===== src/rtl/adder_pipe_pkg.sv =====
// adder_pkg: shared types and helpers for the pipelined adder/subtractor.
// Provides the op encoding and the per-stage slice width calculation.
package adder_pkg;

    typedef enum logic {
        OP_ADD = 1'b0,
        OP_SUB = 1'b1
    } op_e;

    // Bits handled by each registered stage.
    function automatic int slice_width(input int bit_width, input int stages);
        return bit_width / stages;
    endfunction

endpackage


===== src/rtl/adder_pipe_if.sv =====
// adder_pipe_if: operand/result bundle with valid/ready on both sides.
// master = operand source and result consumer; slave = the adder pipeline.
//   in_valid/in_ready, a, b, carry_in, op      : operand beat
//   out_valid/out_ready, sum, carry_out, overflow : result beat
interface adder_pipe_if #(
    parameter int BIT_WIDTH = 8
);
    import adder_pkg::*;

    logic                 in_valid;
    logic                 in_ready;
    logic [BIT_WIDTH-1:0] a;
    logic [BIT_WIDTH-1:0] b;
    logic                 carry_in;
    op_e                  op;
    logic                 out_valid;
    logic                 out_ready;
    logic [BIT_WIDTH-1:0] sum;
    logic                 carry_out;
    logic                 overflow;

    modport master (
        output in_valid,
        output a,
        output b,
        output carry_in,
        output op,
        output out_ready,
        input  in_ready,
        input  out_valid,
        input  sum,
        input  carry_out,
        input  overflow
    );

    modport slave (
        input  in_valid,
        input  a,
        input  b,
        input  carry_in,
        input  op,
        input  out_ready,
        output in_ready,
        output out_valid,
        output sum,
        output carry_out,
        output overflow
    );

endinterface


===== src/rtl/adder_pipe_slice.sv =====
// adder_slice: one registered W-bit slice of the pipelined carry chain.
// Ports: clk, rst (async high); en = pipeline advance; vin/vout = beat valid;
//   a, b, cin = slice operands and carry in; s, cout = registered slice result;
//   a_msb, b_msb = registered operand MSBs for the signed-overflow check.
module adder_slice
    import adder_pkg::*;
#(
    parameter int W = 4
) (
    input  logic         clk,
    input  logic         rst,
    input  logic         en,
    input  logic         vin,
    input  logic [W-1:0] a,
    input  logic [W-1:0] b,
    input  logic         cin,
    output logic         vout,
    output logic [W-1:0] s,
    output logic         cout,
    output logic         a_msb,
    output logic         b_msb
);

    logic [W:0] total;

    assign total = {1'b0, a} + {1'b0, b} + {{W{1'b0}}, cin};

    // Bubbles only move the valid bit; data registers keep their contents.
    always_ff @(posedge clk or posedge rst) begin
        if (rst) begin
            vout  <= 1'b0;
            s     <= '0;
            cout  <= 1'b0;
            a_msb <= 1'b0;
            b_msb <= 1'b0;
        end else if (en) begin
            vout <= vin;
            if (vin) begin
                s     <= total[W-1:0];
                cout  <= total[W];
                a_msb <= a[W-1];
                b_msb <= b[W-1];
            end
        end
    end

endmodule


===== src/rtl/adder_pipe.sv =====
// adder_pipe: STAGES-deep pipelined BIT_WIDTH adder/subtractor with valid/ready.
// Ports: clk, rst (async high), bus (adder_pipe_if.slave operand/result beats).
// Optional: define ADDER_PIPE_SATURATE_EN for unsigned saturation of sum.
module adder_pipe
    import adder_pkg::*;
#(
    parameter int BIT_WIDTH = 8,
    parameter int STAGES    = 2
) (
    input logic         clk,
    input logic         rst,
    adder_pipe_if.slave bus
);

    localparam int W = slice_width(BIT_WIDTH, STAGES);
    localparam int L = STAGES - 1;

    logic                 adv;
    logic [BIT_WIDTH-1:0] b_eff;
    logic                 c0;

    // Per-stage inputs (combinational) and skew/deskew registers.
    logic [STAGES-1:0][BIT_WIDTH-1:0] a_in;
    logic [STAGES-1:0][BIT_WIDTH-1:0] b_in;
    logic [STAGES-1:0][BIT_WIDTH-1:0] lo_in;
    logic [STAGES-1:0][BIT_WIDTH-1:0] a_q;
    logic [STAGES-1:0][BIT_WIDTH-1:0] b_q;
    logic [STAGES-1:0][BIT_WIDTH-1:0] lo_q;
    logic [STAGES-1:0]                vin;
    logic [STAGES-1:0]                cin_s;

    // Slice outputs.
    logic [STAGES-1:0]        vout;
    logic [STAGES-1:0][W-1:0] s;
    logic [STAGES-1:0]        co;
    logic [STAGES-1:0]        am;
    logic [STAGES-1:0]        bm;

    logic [BIT_WIDTH-1:0] sum_raw;
    logic [BIT_WIDTH-1:0] sum_out;

    // Whole pipeline moves in lockstep; bubbles are never squeezed out.
    assign adv          = bus.out_ready | ~vout[L];
    assign bus.in_ready = adv;

    // Subtraction is a + ~b + 1, so the inverted operand enters stage 0.
    assign b_eff = (bus.op == OP_SUB) ? ~bus.b : bus.b;
    assign c0    = (bus.op == OP_SUB) ? 1'b1 : bus.carry_in;

    always_comb begin
        a_in     = '0;
        b_in     = '0;
        lo_in    = '0;
        vin      = '0;
        cin_s    = '0;
        a_in[0]  = bus.a;
        b_in[0]  = b_eff;
        vin[0]   = bus.in_valid;
        cin_s[0] = c0;
        for (int k = 1; k < STAGES; k++) begin
            a_in[k]  = a_q[k-1];
            b_in[k]  = b_q[k-1];
            vin[k]   = vout[k-1];
            cin_s[k] = co[k-1];
            // Collect finished low slices so the beat exits as one word.
            lo_in[k] = lo_q[k-1];
            lo_in[k][(k-1)*W +: W] = s[k-1];
        end
    end

    always_ff @(posedge clk or posedge rst) begin
        if (rst) begin
            a_q  <= '0;
            b_q  <= '0;
            lo_q <= '0;
        end else begin
            for (int k = 0; k < STAGES; k++) begin
                if (adv && vin[k]) begin
                    a_q[k]  <= a_in[k];
                    b_q[k]  <= b_in[k];
                    lo_q[k] <= lo_in[k];
                end
            end
        end
    end

    for (genvar k = 0; k < STAGES; k++) begin : g_stage
        adder_slice #(
            .W(W)
        ) u_slice (
            .clk  (clk),
            .rst  (rst),
            .en   (adv),
            .vin  (vin[k]),
            .a    (a_in[k][k*W +: W]),
            .b    (b_in[k][k*W +: W]),
            .cin  (cin_s[k]),
            .vout (vout[k]),
            .s    (s[k]),
            .cout (co[k]),
            .a_msb(am[k]),
            .b_msb(bm[k])
        );
    end

    always_comb begin
        sum_raw = lo_q[L];
        sum_raw[L*W +: W] = s[L];
    end

`ifdef ADDER_PIPE_SATURATE_EN
    // Op travels with the beat so the last stage knows which way to clamp.
    logic [STAGES-1:0] sub_in;
    logic [STAGES-1:0] sub_q;

    always_comb begin
        sub_in    = '0;
        sub_in[0] = (bus.op == OP_SUB);
        for (int k = 1; k < STAGES; k++) begin
            sub_in[k] = sub_q[k-1];
        end
    end

    always_ff @(posedge clk or posedge rst) begin
        if (rst) begin
            sub_q <= '0;
        end else begin
            for (int k = 0; k < STAGES; k++) begin
                if (adv && vin[k]) begin
                    sub_q[k] <= sub_in[k];
                end
            end
        end
    end

    always_comb begin
        sum_out = sum_raw;
        if (!sub_q[L] && co[L]) begin
            sum_out = '1;
        end else if (sub_q[L] && !co[L]) begin
            sum_out = '0;
        end
    end
`else
    assign sum_out = sum_raw;
`endif

    assign bus.out_valid = vout[L];
    assign bus.sum       = sum_out;
    assign bus.carry_out = co[L];
    // Overflow judged on the unsaturated sum and the effective B operand.
    assign bus.overflow  = (am[L] == bm[L]) && (sum_raw[BIT_WIDTH-1] != am[L]);

    // Skew/deskew bits outside each stage's live window are intentionally dead.
    logic unused_bits;
    assign unused_bits = ^{a_q, b_q, lo_q, a_in, b_in, am, bm};

endmodule


===== src/flat_wrapper.sv =====
// flat-port wrapper written by rule: the top's interface ports become plain ports
module adder_pipe_flat import adder_pkg::*;
#(
    parameter int BIT_WIDTH = 8,
    parameter int STAGES    = 2
)
  (clk, rst, bus_in_valid, bus_a, bus_b, bus_carry_in, bus_op, bus_out_ready, bus_in_ready, bus_out_valid, bus_sum, bus_carry_out, bus_overflow);
  adder_pipe_if #(.BIT_WIDTH(BIT_WIDTH)) bus_i ();
  input logic clk;
  input logic rst;
  input wire logic [$bits(bus_i.in_valid)-1:0] bus_in_valid;
  input wire logic [$bits(bus_i.a)-1:0] bus_a;
  input wire logic [$bits(bus_i.b)-1:0] bus_b;
  input wire logic [$bits(bus_i.carry_in)-1:0] bus_carry_in;
  input wire logic [$bits(bus_i.op)-1:0] bus_op;
  input wire logic [$bits(bus_i.out_ready)-1:0] bus_out_ready;
  output wire logic [$bits(bus_i.in_ready)-1:0] bus_in_ready;
  output wire logic [$bits(bus_i.out_valid)-1:0] bus_out_valid;
  output wire logic [$bits(bus_i.sum)-1:0] bus_sum;
  output wire logic [$bits(bus_i.carry_out)-1:0] bus_carry_out;
  output wire logic [$bits(bus_i.overflow)-1:0] bus_overflow;
  assign bus_i.in_valid = bus_in_valid;
  assign bus_i.a = bus_a;
  assign bus_i.b = bus_b;
  assign bus_i.carry_in = bus_carry_in;
  assign bus_i.op = bus_op;
  assign bus_i.out_ready = bus_out_ready;
  assign bus_in_ready = bus_i.in_ready;
  assign bus_out_valid = bus_i.out_valid;
  assign bus_sum = bus_i.sum;
  assign bus_carry_out = bus_i.carry_out;
  assign bus_overflow = bus_i.overflow;
  adder_pipe #(.BIT_WIDTH(BIT_WIDTH), .STAGES(STAGES)) u_core (.clk(clk), .rst(rst), .bus(bus_i));
endmodule

===== config.mk =====
export PLATFORM = sky130hd
export DESIGN_NAME = adder_pipe_flat
export DESIGN_NICKNAME = d
export VERILOG_FILES = /design/src/rtl/adder_pipe_pkg.sv /design/src/rtl/adder_pipe_if.sv /design/src/rtl/adder_pipe_slice.sv /design/src/rtl/adder_pipe.sv /design/src/flat_wrapper.sv
export SDC_FILE = /design/constraint.sdc
export NUM_CORES = 1
export LEC_CHECK = 0
export ABC_CLOCK_PERIOD_IN_PS = 5200
export CORE_MARGIN = 2
export CORE_UTILIZATION = 50
export DETAILED_ROUTE_END_ITERATION = 12
export GPL_TIMING_DRIVEN = 1
export PLACE_DENSITY = 0.83
export SLEW_MARGIN = 20
export SYNTH_ARGS = -nofsm -noshare
export SYNTH_HDL_FRONTEND = slang
export SYNTH_SLANG_ARGS = --single-unit

===== constraint.sdc =====
create_clock -name clk -period 5.2 [get_ports clk]
set_input_delay 1.04 -clock clk [delete_from_list [all_inputs] [get_ports clk]]
set_output_delay 1.04 -clock clk [all_outputs]
set_load 0.01 [all_outputs]

==> results of run 1 <==
[power groups by stage]
stage	Sequential (W)	Clock, W	Combinational [W]
final	0.000311	0.000101	0.000292
after floorplan	0.000320	0	0.000156
after detailed placement	0.000316	0	0.000295
after CTS	0.000312	0.000103	0.000295
after global routing	0.000320	0.000109	0.000321
after global placement	0.000312	0	0.000284
[per-layer routing]
| metal | track usage | up-vias | wire, um |
|---|---|---|---|
| met1 | 0.2133 | 468 | 1094 |
| li1 | - | 460 | - |
| met3 | 0.02535 | 6 | 161 |
| met5 | 0 | - | 0 |
| met2 | 0.2890 | 40 | 1312 |
| met4 | 0.09302 | 0 | 42 |
[cell families (layout without fill, tap and decap cells)]
| group | after synthesis | in the layout | synth area share |
|---|---|---|---|
| AO/OA/AOI/OAI | 31 | 31 | 0.1197 |
| flip-flops | 26 | 26 | 0.4647 |
| AND/OR/NAND/NOR | 14 | 14 | 0.06881 |
| multiplexers | 13 | 13 | 0.1287 |
| buffers and inverters | 11 | 44 | 0.04468 |
| adder cells (fa/ha/maj) | 10 | 10 | 0.1108 |
| XOR/XNOR | 10 | 10 | 0.06255 |
[registers in the layout, indices dropped and copies added, names as in the netlist]
name                          flops
u_core.a_in                       4
u_core.b_in                       4
u_core.bus.sum                    4
u_core.g_stage.u_slice.a_msb      1
u_core.g_stage.u_slice.b_msb      1
u_core.g_stage.u_slice.cout       2
u_core.g_stage.u_slice.s          8
u_core.g_stage.u_slice.vout       2
[layout make-up]
type,count,area (um2)
clock buffers,4,36.28
fillers,212,935.9
inverters,7,31.28
multi-input cells,78,686.9
flip-flops and latches,26,650.6
well taps,31,38.79
repair buffers,33,330.3
[cells in the final DEF, fill, tap and decap left out, types with 3 or more instances in the layout]
| master | n |
|---|---|
| nand2_1 | 3 |
| inv_1 | 5 |
| a21oi_1 | 5 |
| xnor2_1 | 5 |
| mux2_4 | 9 |
| fa_1 | 4 |
| ha_1 | 6 |
| clkbuf_4 | 3 |
| o21ai_0 | 21 |
| dfrtp_1 | 26 |
| clkdlybuf4s50_1 | 33 |
| xor2_1 | 5 |
| mux2_2 | 4 |
[through the flow]
stage / setup slack (ns) / hold slack (ns) / util / cells
2_1_floorplan: 2.619 / 0.4744 / - / 115
3_3_place_gp: 1.832 / 0.4905 / 0.6413 / 175
4_1_cts: 1.788 / 0.5218 / 0.6547 / 179
6_report: 1.787 / 0.5249 / 0.6547 / 179
5_1_grt: 1.752 / 0.5393 / 0.6547 / 179
3_5_place_dp: 1.818 / 0.4940 / 0.6413 / 175
[worst min path at each step]
stage / cells past startpoint / start / slack, ns / to
floorplan: 2 / u_core.g_stage[0].u_slice.s[1]$_DFFE_PP0P_ / 0.47 / u_core.g_stage[0].u_slice.s[1]$_DFFE_PP0P_
global placement: 1 / u_core.bus.sum[0]$_DFFE_PP0P_ / 0.49 / u_core.bus.sum[0]$_DFFE_PP0P_
detailed placement: 1 / u_core.g_stage[0].u_slice.s[2]$_DFFE_PP0P_ / 0.49 / u_core.bus.sum[2]$_DFFE_PP0P_
CTS: 1 / u_core.g_stage[0].u_slice.s[2]$_DFFE_PP0P_ / 0.52 / u_core.bus.sum[2]$_DFFE_PP0P_
global route: 1 / u_core.g_stage[0].u_slice.s[2]$_DFFE_PP0P_ / 0.54 / u_core.bus.sum[2]$_DFFE_PP0P_
finish: 1 / u_core.g_stage[0].u_slice.s[0]$_DFFE_PP0P_ / 0.52 / u_core.g_stage[0].u_slice.s[0]$_DFFE_PP0P_
[worst max-delay path, stage by stage]
cell and delay, ns:
clkdlybuf4s50_1 0.45, nor2b_4 0.28, inv_6 0.08, clkdlybuf4s50_1 0.52
==> key figures, run 1 <==
Outcome
  – Status: finished clean

Cells and area
  – Layout Cell Area excl Fill: 0.001774 mm2
  – N_diodes: 0
  – Layout cell share with drive strength beyond 1: 0.1486
  – Nets: 181
  – Layout overhead on the synthesized area: 26.72%

Power and ir drop
  – Pint: 0.0004875 W
  – Pwr/cell area: 396.9 mW/mm2
  – Gate power share: 0.415
  – Clock network power share: 0.143
  – Total Power: 0.0007041 W
  – Seq pwr share: 0.441
  – Worst VDD drop: 0.0002762 V
  – Net Sw Power: 0.0002167 W
  – P_leak: 0.7956 nW
  – Sw Share: 0.3077

Synthesis
  – Sequential element share of the synthesized area: 0.4647
  – Post-synth top cells: dfrtp_1, o21ai_0, mux2_4, ha_1, inv_1
  – Synth warnings: 0
  – Mapped Avg Cell Area: 12.17 um2
  – Synth area leader: dfrtp_1
  – Cells after Synth: 115
  – Synth top area cells: dfrtp_1, mux2_4, o21ai_0, fa_1, ha_1
  – Syn_nets: 147
  – Synth unique cells: 26
  – Number of flops mapped to enable cells by yosys: 0
  – Synth Flop Type: dfrtp_1
  – Most common cell in the netlist: dfrtp_1
  – Synthesized cell area: 0.001400 mm2
  – Top cell type's share of synthesized area: 0.4647
  – Synth Register Bits: 26
  – Ys async rst share: 1.000

Critical path
  – Worst setup path end: bus_in_ready
  – Worst r2r path cells: 5
  – CP Launch Type: primary input
  – FF-to-FF End: u_core.g_stage[1].u_slice.cout$_DFFE_PP0P_
  – CP required: 4.16 ns
  – Critical path class: in -> out
  – CP Capture Type: primary output
  – Reg2reg setup slack: 3.31 ns
  – Crit path max fanout: 12
  – Critical R2R Launch: u_core.g_stage[0].u_slice.cout$_DFFE_PP0P_
  – Arr. time, crit path: 2.37 ns
  – Crit. Startpoint: bus_out_ready

CTS
  – H-tree depth: 1
  – CTS max path bufs: 2
  – Worst-path clk slew: 0.13 ns
  – Clk Latency, worst-skew pair: 0.32 ns
  – # hold bufs at CTS: 0
  – CTS Buf Count: 3
  – Clock root cell: clkbuf_4
  – CTS Sinks: 26
  – TritonCTS clock tree: built
  – Post-CTS Setup Bufs: 0
  – CTS resizes: 0

Floorplanning
  – Core Area: 0.002710 mm2
  – # IOs: 34
  – DIE AREA: 0.003239 mm2
  – Row cnt: 19
  – Die Wd: 56.92 um
  – Die Ht: 56.92 um
  – Starting density of the core: 0.5166

Drt
  – Via count: 974
  – Vias/cell: 5.441
  – Total Wirelength: 2611 um
  – 1st-iter DRT viols: 47
  – DR pass1 iterations: 4
  – Drt wl/cell: 14.59 um
  – Residual DRC: 0
  – Routed Antenna Nets: 0

Global route
  – Global-route wire length before repair: 4243 um
  – Vias in the first global route: 965
  – Largest net degree at the start of global routing: 27
  – GRT overflow: 0
  – Initial antenna violation count: 0
  – Gr usage total: 0.1721

Placed design
  – Detailed-placement wirelength estimate: 2061 um
  – Port bufs: 33
  – Gpl congestion: 0.7792
  – Placement Cell Area: 0.001738 mm2

Timing
  – Setup TNS: 0 ns
  – Setup Skew: 0.003317 ns
  – Tmin final: 3.413 ns
  – Final period utilization: 0.6564
  – Final-report setup violation count: 0
  – Max Clk Rate: 0.2930 GHz
  – Slew headroom: 0.3804
  – Max Slew Vio Count: 0
  – Least-Margin Pin Slew: 0.9236 ns
  – Unrepaired setup endpoints after global routing: no
  – Fin. Hold Viols: 0

Job
  – Max cap viols: 0

Hold path
  – Hold Crit Class: reg -> reg
Note: power is estimated with default switching activity, not from simulation.
==> inputs of run 2 (changes only) <==
Settings changed: ABC_CLOCK_PERIOD_IN_PS 5200 to 3600, CORE_UTILIZATION 50 to 49, PLACE_DENSITY 0.83 to 0.81.
Clock period 5.2 ns to 3.6 ns, I/O delays scaled along.
==> run 2 against run 1 <==
Effect of this change:
- combinational power rose by 45%
- critical path depth did not move
- die area rose by 1.9%
- hold slack got worse by 0.0035 ns
- sequential power rose by 43%
==> key figures, run 2 (synthesis results as in run 1) <==
Drt
  – Vias/cell: 5.331 (was 5.441)
  – 1st-iter DRT viols: 44 (was 47)
  – Routed Antenna Nets: 0 (unchanged)
  – DR pass1 iterations: 4 (unchanged)
  – Residual DRC: 0 (unchanged)
  – Drt wl/cell: 14.11 um (was 14.59 um)
  – Total Wirelength: 2511 um (was 2611 um)
  – Via count: 949 (was 974)

Timing
  – Final-report setup violation count: 0 (unchanged)
  – Slack of the critical path: 0.8440 ns (was 1.787 ns)
  – Unrepaired setup endpoints after global routing: no (unchanged)
  – Final period utilization: 0.7656
  – Max Clk Rate: 0.3628 GHz
  – Fin. Hold Viols: 0 (unchanged)
  – Least-Margin Pin Slew: 0.9581 ns (was 0.9236 ns)
  – Setup Skew: 0.001490 ns (was 0.003317 ns)
  – Setup TNS: 0 ns (unchanged)
  – Slew headroom: 0.3606 (was 0.3804)
  – Max Slew Vio Count: 0 (unchanged)
  – Tmin final: 2.756 ns

Global route
  – Initial antenna violation count: 0 (unchanged)
  – Gr usage total: 0.1642 (was 0.1721)
  – Largest net degree at the start of global routing: 27 (unchanged)
  – GRT overflow: 0 (unchanged)
  – Vias in the first global route: 961 (was 965)
  – Global-route wire length before repair: 4243 um (unchanged)

CTS
  – CTS Buf Count: 3 (unchanged)
  – CTS resizes: 0 (unchanged)
  – H-tree depth: 1 (unchanged)
  – CTS max path bufs: 2 (unchanged)
  – Post-CTS Setup Bufs: 0 (unchanged)
  – TritonCTS clock tree: built (unchanged)
  – CTS Sinks: 26 (unchanged)
  – Worst-path clk slew: 0.13 ns (about the same)
  – Clk Latency, worst-skew pair: 0.31 ns (was 0.32 ns)
  – # hold bufs at CTS: 0 (unchanged)
  – Clock root cell: clkbuf_4 (unchanged)

Job
  – Max cap viols: 0 (unchanged)

Power and ir drop
  – Worst VDD drop: 0.0003705 V (was 0.0002762 V)
  – Total Power: 0.0009869 W (was 0.0007041 W)
  – Pwr/cell area: 560.6 mW/mm2 (was 396.9 mW/mm2)
  – P_leak: 0.7921 nW (was 0.7956 nW)

Critical path
  – Critical path class: in -> out (unchanged)
  – CP Capture Type: primary output (unchanged)
  – Reg2reg setup slack: 1.73 ns (was 3.31 ns)
  – Crit. Startpoint: bus_out_ready (unchanged)
  – Worst setup path end: bus_in_ready (unchanged)
  – FF-to-FF End: u_core.g_stage[1].u_slice.cout$_DFFE_PP0P_ (unchanged)
  – CP required: 2.88 ns (was 4.16 ns)
  – Arr. time, crit path: 2.04 ns (was 2.37 ns)
  – Critical R2R Launch: u_core.g_stage[0].u_slice.cout$_DFFE_PP0P_ (unchanged)
  – Worst r2r path cells: 5 (unchanged)
  – Crit path max fanout: 12 (unchanged)
  – CP Launch Type: primary input (unchanged)

Floorplanning
  – Starting density of the core: 0.5121 (was 0.5166)
  – Die Wd: 57.46 um (was 56.92 um)
  – Die Ht: 57.46 um (was 56.92 um)
  – DIE AREA: 0.003301 mm2 (was 0.003239 mm2)
  – Core Area: 0.002734 mm2 (was 0.002710 mm2)
  – # IOs: 34 (unchanged)
  – Row cnt: 19 (unchanged)

Placed design
  – Dpl cells: 175 (unchanged)
  – Gpl congestion: 0.7839 (was 0.7792)
  – Port bufs: 33 (unchanged)
  – Detailed-placement wirelength estimate: 2029 um (was 2061 um)
  – Placement Setup Slack: 0.7193 ns (was 1.818 ns)

Outcome
  – Status: finished clean (unchanged)

Hold path
  – Hold Path Stages: 1 (unchanged)
  – Hold Crit Class: reg -> reg (unchanged)

Cells and area
  – Top reg by flops: u_core.g_stage.u_slice.s (unchanged)
  – Filler cells: 210 (was 212)
  – Final non-filler cell total: 178 (was 179)
  – Layout overhead on the synthesized area: 25.74% (was 26.72%)
  – Most frequent cells in the layout: clkdlybuf4s50_1, dfrtp_1, o21ai_0 (unchanged)
  – Layout cell share with drive strength beyond 1: 0.1429 (was 0.1486)
  – Nets: 181 (unchanged)
  – Max FFs per register: 8 (unchanged)
  – N_diodes: 0 (unchanged)
  – Most common cell after layout, fill and taps aside: clkdlybuf4s50_1 (unchanged)
==> run 2: how the worst min path moves through the flow <==
stage          slack, ns                                  startpoint                                    endpoint
2_1_floorplan       0.47  u_core.g_stage[0].u_slice.s[1]$_DFFE_PP0P_  u_core.g_stage[0].u_slice.s[1]$_DFFE_PP0P_
3_3_place_gp        0.49  u_core.g_stage[0].u_slice.s[3]$_DFFE_PP0P_               u_core.bus.sum[3]$_DFFE_PP0P_
3_5_place_dp        0.49  u_core.g_stage[0].u_slice.s[2]$_DFFE_PP0P_               u_core.bus.sum[2]$_DFFE_PP0P_
4_1_cts             0.52  u_core.g_stage[0].u_slice.s[2]$_DFFE_PP0P_               u_core.bus.sum[2]$_DFFE_PP0P_
5_1_grt             0.54  u_core.g_stage[0].u_slice.s[2]$_DFFE_PP0P_               u_core.bus.sum[2]$_DFFE_PP0P_
6_report            0.52  u_core.g_stage[0].u_slice.s[2]$_DFFE_PP0P_               u_core.bus.sum[2]$_DFFE_PP0P_
==> run 2: per-stage QoR <==
step	hold slack [ns]	cell area, um2	utilization
2_1_floorplan	0.4744	1400	-
3_3_place_gp	0.4879	1738	0.6357
3_5_place_dp	0.4904	1738	0.6357
4_1_cts	0.5248	1760	0.6439
5_1_grt	0.5404	1760	0.6439
6_report	0.5213	1760	0.6439
==> run 2: cell type report <==
type	count	area (um2)	share of cell area
Multi-Input combinational cell	78	686.9	0.3902
Timing Repair Buffer	33	330.3	0.1876
Clock buffer	3	22.52	0.01279
Sequential cell	26	650.6	0.3696
Inverter	7	31.28	0.01777
Tap cell	31	38.79	0.02203
==> run 2: report_power, final <==
part	total (W)	internal, W	switching [W]
sequential	0.000444	0.000384	0.0000608
clock	0.000120	0.0000391	0.0000813
combinational	0.000422	0.000259	0.000163
total	0.000987	0.000682	0.000305
==> run 2: layer usage <==
metal  part of all wire  vias to the layer above  global-route usage
li1                   -                      458                   -
met1               0.43                      467              0.2132
met2               0.52                       22              0.2857
met3              0.036                        2             0.01587
met4             0.0056                        0             0.05648
met5                  0                        -                   0
==> run 2: critical path, cell delays in order <==
cell and delay [ns]:
clkdlybuf4s50_1 0.44, nor2b_4 0.29, inv_6 0.08, clkdlybuf4s50_1 0.50
==> inputs of run 3 (changes only) <==
Settings changed: ABC_CLOCK_PERIOD_IN_PS 3600 to 2500, CORE_UTILIZATION 49 to 44, PLACE_DENSITY 0.81 to 0.77.
Clock period 3.6 ns to 2.5 ns, I/O delays scaled along.
==> run 3 against run 2 <==
Effect of this change:
- clock power is 40% higher
- critical endpoint unchanged
- first-iteration DRC count is 64% lower
- critical path type unchanged
- hold slack better by 0.0031 ns
==> key figures, run 3 (synthesis results as in run 1) <==
Global route
  – GRT overflow: 0 (unchanged)
  – Gr usage total: 0.1572 (was 0.1642)
  – Initial antenna violation count: 0 (unchanged)
  – Global-route wire length before repair: 4215 um (was 4243 um)
  – Largest net degree at the start of global routing: 27 (unchanged)
  – Vias in the first global route: 935 (was 961)

Cells and area
  – Layout overhead on the synthesized area: 29.04% (was 25.74%)
  – Top reg by flops: u_core.g_stage.u_slice.s (unchanged)
  – Most frequent cells in the layout: clkdlybuf4s50_1, dfrtp_1, o21ai_0 (unchanged)
  – N_diodes: 0 (unchanged)
  – Max FFs per register: 8 (unchanged)
  – Layout cell share with drive strength beyond 1: 0.1656 (was 0.1429)
  – Most common cell after layout, fill and taps aside: clkdlybuf4s50_1 (unchanged)
  – Nets: 185 (was 181)
  – Layout Cell Area excl Fill: 0.001807 mm2 (was 0.001760 mm2)

Floorplanning
  – # IOs: 34 (unchanged)
  – DIE AREA: 0.003649 mm2 (was 0.003301 mm2)
  – Die Wd: 60.41 um (was 57.46 um)
  – Row cnt: 20 (was 19)
  – Die Ht: 60.41 um (was 57.46 um)
  – Core Area: 0.003028 mm2 (was 0.002734 mm2)
  – Starting density of the core: 0.4624 (was 0.5121)

Critical path
  – Crit path max fanout: 6 (was 12)
  – CP Capture Type: primary output (unchanged)
  – Arr. time, crit path: 1.68 ns (was 2.04 ns)
  – CP Launch Type: primary input (unchanged)
  – Critical path class: in -> out (unchanged)
  – CP required: 2.00 ns (was 2.88 ns)

Power and ir drop
  – Pint: 0.0009859 W (was 0.0006819 W)
  – Net Sw Power: 0.0004293 W (was 0.0003050 W)
  – Sw Share: 0.3034 (was 0.3090)
  – Clock network power share: 0.118 (was 0.122)
  – Gate power share: 0.429 (was 0.428)
  – P_leak: 0.8116 nW (was 0.7921 nW)
  – Worst VDD drop: 0.0002345 V (was 0.0003705 V)
  – Seq pwr share: 0.452 (was 0.450)
  – Pwr/cell area: 783.3 mW/mm2 (was 560.6 mW/mm2)

Placed design
  – Placement Cell Area: 0.001784 mm2 (was 0.001738 mm2)
  – Detailed-placement wirelength estimate: 1991 um (was 2029 um)
  – Gpl congestion: 0.8127 (was 0.7839)
  – Placement Setup Slack: 0.06657 ns (was 0.7193 ns)
  – Port bufs: 33 (unchanged)

Outcome
  – Status: finished clean (unchanged)

Drt
  – 1st-iter DRT viols: 16 (was 44)
  – Vias/cell: 4.821 (was 5.331)
  – Via count: 940 (was 949)
  – DR pass1 iterations: 4 (unchanged)
  – Drt wl/cell: 12.66 um (was 14.11 um)
  – Routed Antenna Nets: 0 (unchanged)
  – Residual DRC: 0 (unchanged)
  – Total Wirelength: 2469 um (was 2511 um)

CTS
  – Worst-path clk slew: 0.13 ns (about the same)
  – H-tree depth: 1 (unchanged)
  – CTS resizes: 0 (unchanged)
  – Clk Latency, worst-skew pair: 0.31 ns (about the same)
  – CTS Sinks: 26 (unchanged)
  – TritonCTS clock tree: built (unchanged)
  – CTS Buf Count: 3 (unchanged)
  – CTS max path bufs: 2 (unchanged)
  – # hold bufs at CTS: 0 (unchanged)
  – Clock root cell: clkbuf_4 (unchanged)
  – Post-CTS Setup Bufs: 0 (unchanged)

Timing
  – Max Clk Rate: 0.4588 GHz
  – Unrepaired setup endpoints after global routing: no (unchanged)
  – Slack of the critical path: 0.3205 ns (was 0.8440 ns)
  – Slew headroom: 0.7855 (was 0.3606)
  – Least-Margin Pin Slew: 0.3218 ns (was 0.9581 ns)
  – Setup Skew: 0.006445 ns (was 0.001490 ns)
  – Final-report setup violation count: 0 (unchanged)
  – Max Slew Vio Count: 0 (unchanged)
  – Setup TNS: 0 ns (unchanged)
  – Tmin final: 2.179 ns
  – Fin. Hold Viols: 0 (unchanged)
  – Final period utilization: 0.8718

Job
  – Max cap viols: 0 (unchanged)

Hold path
  – Hold Crit Class: in -> async (was reg -> reg)
run 3: changes by cell type in the layout (fill, tap and decap cells not counted), sizes merged:
cell	before	now
buf	0	4
run 3: critical path, cell delays in order:
cell and delay (ns):
clkdlybuf4s50_1 0.50, nor2b_4 0.06, inv_6 0.08, clkdlybuf4s50_1 0.53
run 3: final timing paths:
kind / startpoint / endpoint / slack, ns / cells after the start
worst min register to register: u_core.bus.sum[0]$_DFFE_PP0P_ / u_core.bus.sum[0]$_DFFE_PP0P_ / 0.52 / 1
worst max-delay path: bus_out_ready / bus_in_ready / 0.32 / 4
worst max register to register: u_core.g_stage[0].u_slice.cout$_DFFE_PP0P_ / u_core.g_stage[1].u_slice.cout$_DFFE_PP0P_ / 0.67 / 5
max in group asynchronous: rst / u_core.a_in[13]$_DFFE_PP0P_ / 1.73 / 3
worst min-delay path: rst / u_core.g_stage[1].u_slice.a_msb$_DFFE_PP0P_ / 0.52 / 3
min in group clk: u_core.bus.sum[0]$_DFFE_PP0P_ / u_core.bus.sum[0]$_DFFE_PP0P_ / 0.52 / 1
run 3: area by class of cell:
class	instances	area [um2]
timing repair buffer	37	360.3
tap	44	55.05
inverter	7	31.28
fill	244	1221
sequential	26	650.6
multi-input combinational	78	686.9
clock buffer	3	22.52
run 3: stage by stage:
step           power [W]  hold slack, ns  utilization  std cells
2_1_floorplan  0.0009910          0.4744            -        115
3_3_place_gp    0.001241          0.4878       0.5893        192
3_5_place_dp    0.001265          0.4968       0.5893        192
4_1_cts         0.001433          0.5264       0.5967        195
5_1_grt         0.001526          0.5406       0.5967        195
6_report        0.001415          0.5244       0.5967        195
run 3: power groups by stage:
stage / logic (W) / clock network, W / registers, W
final: 0.000608 / 0.000168 / 0.000640
after global routing: 0.000673 / 0.000194 / 0.000659
after CTS: 0.000615 / 0.000175 / 0.000642
after detailed placement: 0.000614 / 0 / 0.000651
after global placement: 0.000599 / 0 / 0.000642
after floorplan: 0.000325 / 0 / 0.000666
run 3: metal layers:
| metal | track usage | part of all wire | vias to the layer above |
|---|---|---|---|
| li1 | - | - | 467 |
| met1 | 0.2000 | 0.44 | 446 |
| met2 | 0.2686 | 0.51 | 25 |
| met3 | 0.01279 | 0.038 | 2 |
| met4 | 0.08385 | 0.011 | 0 |
| met5 | 0 | 0 | - |
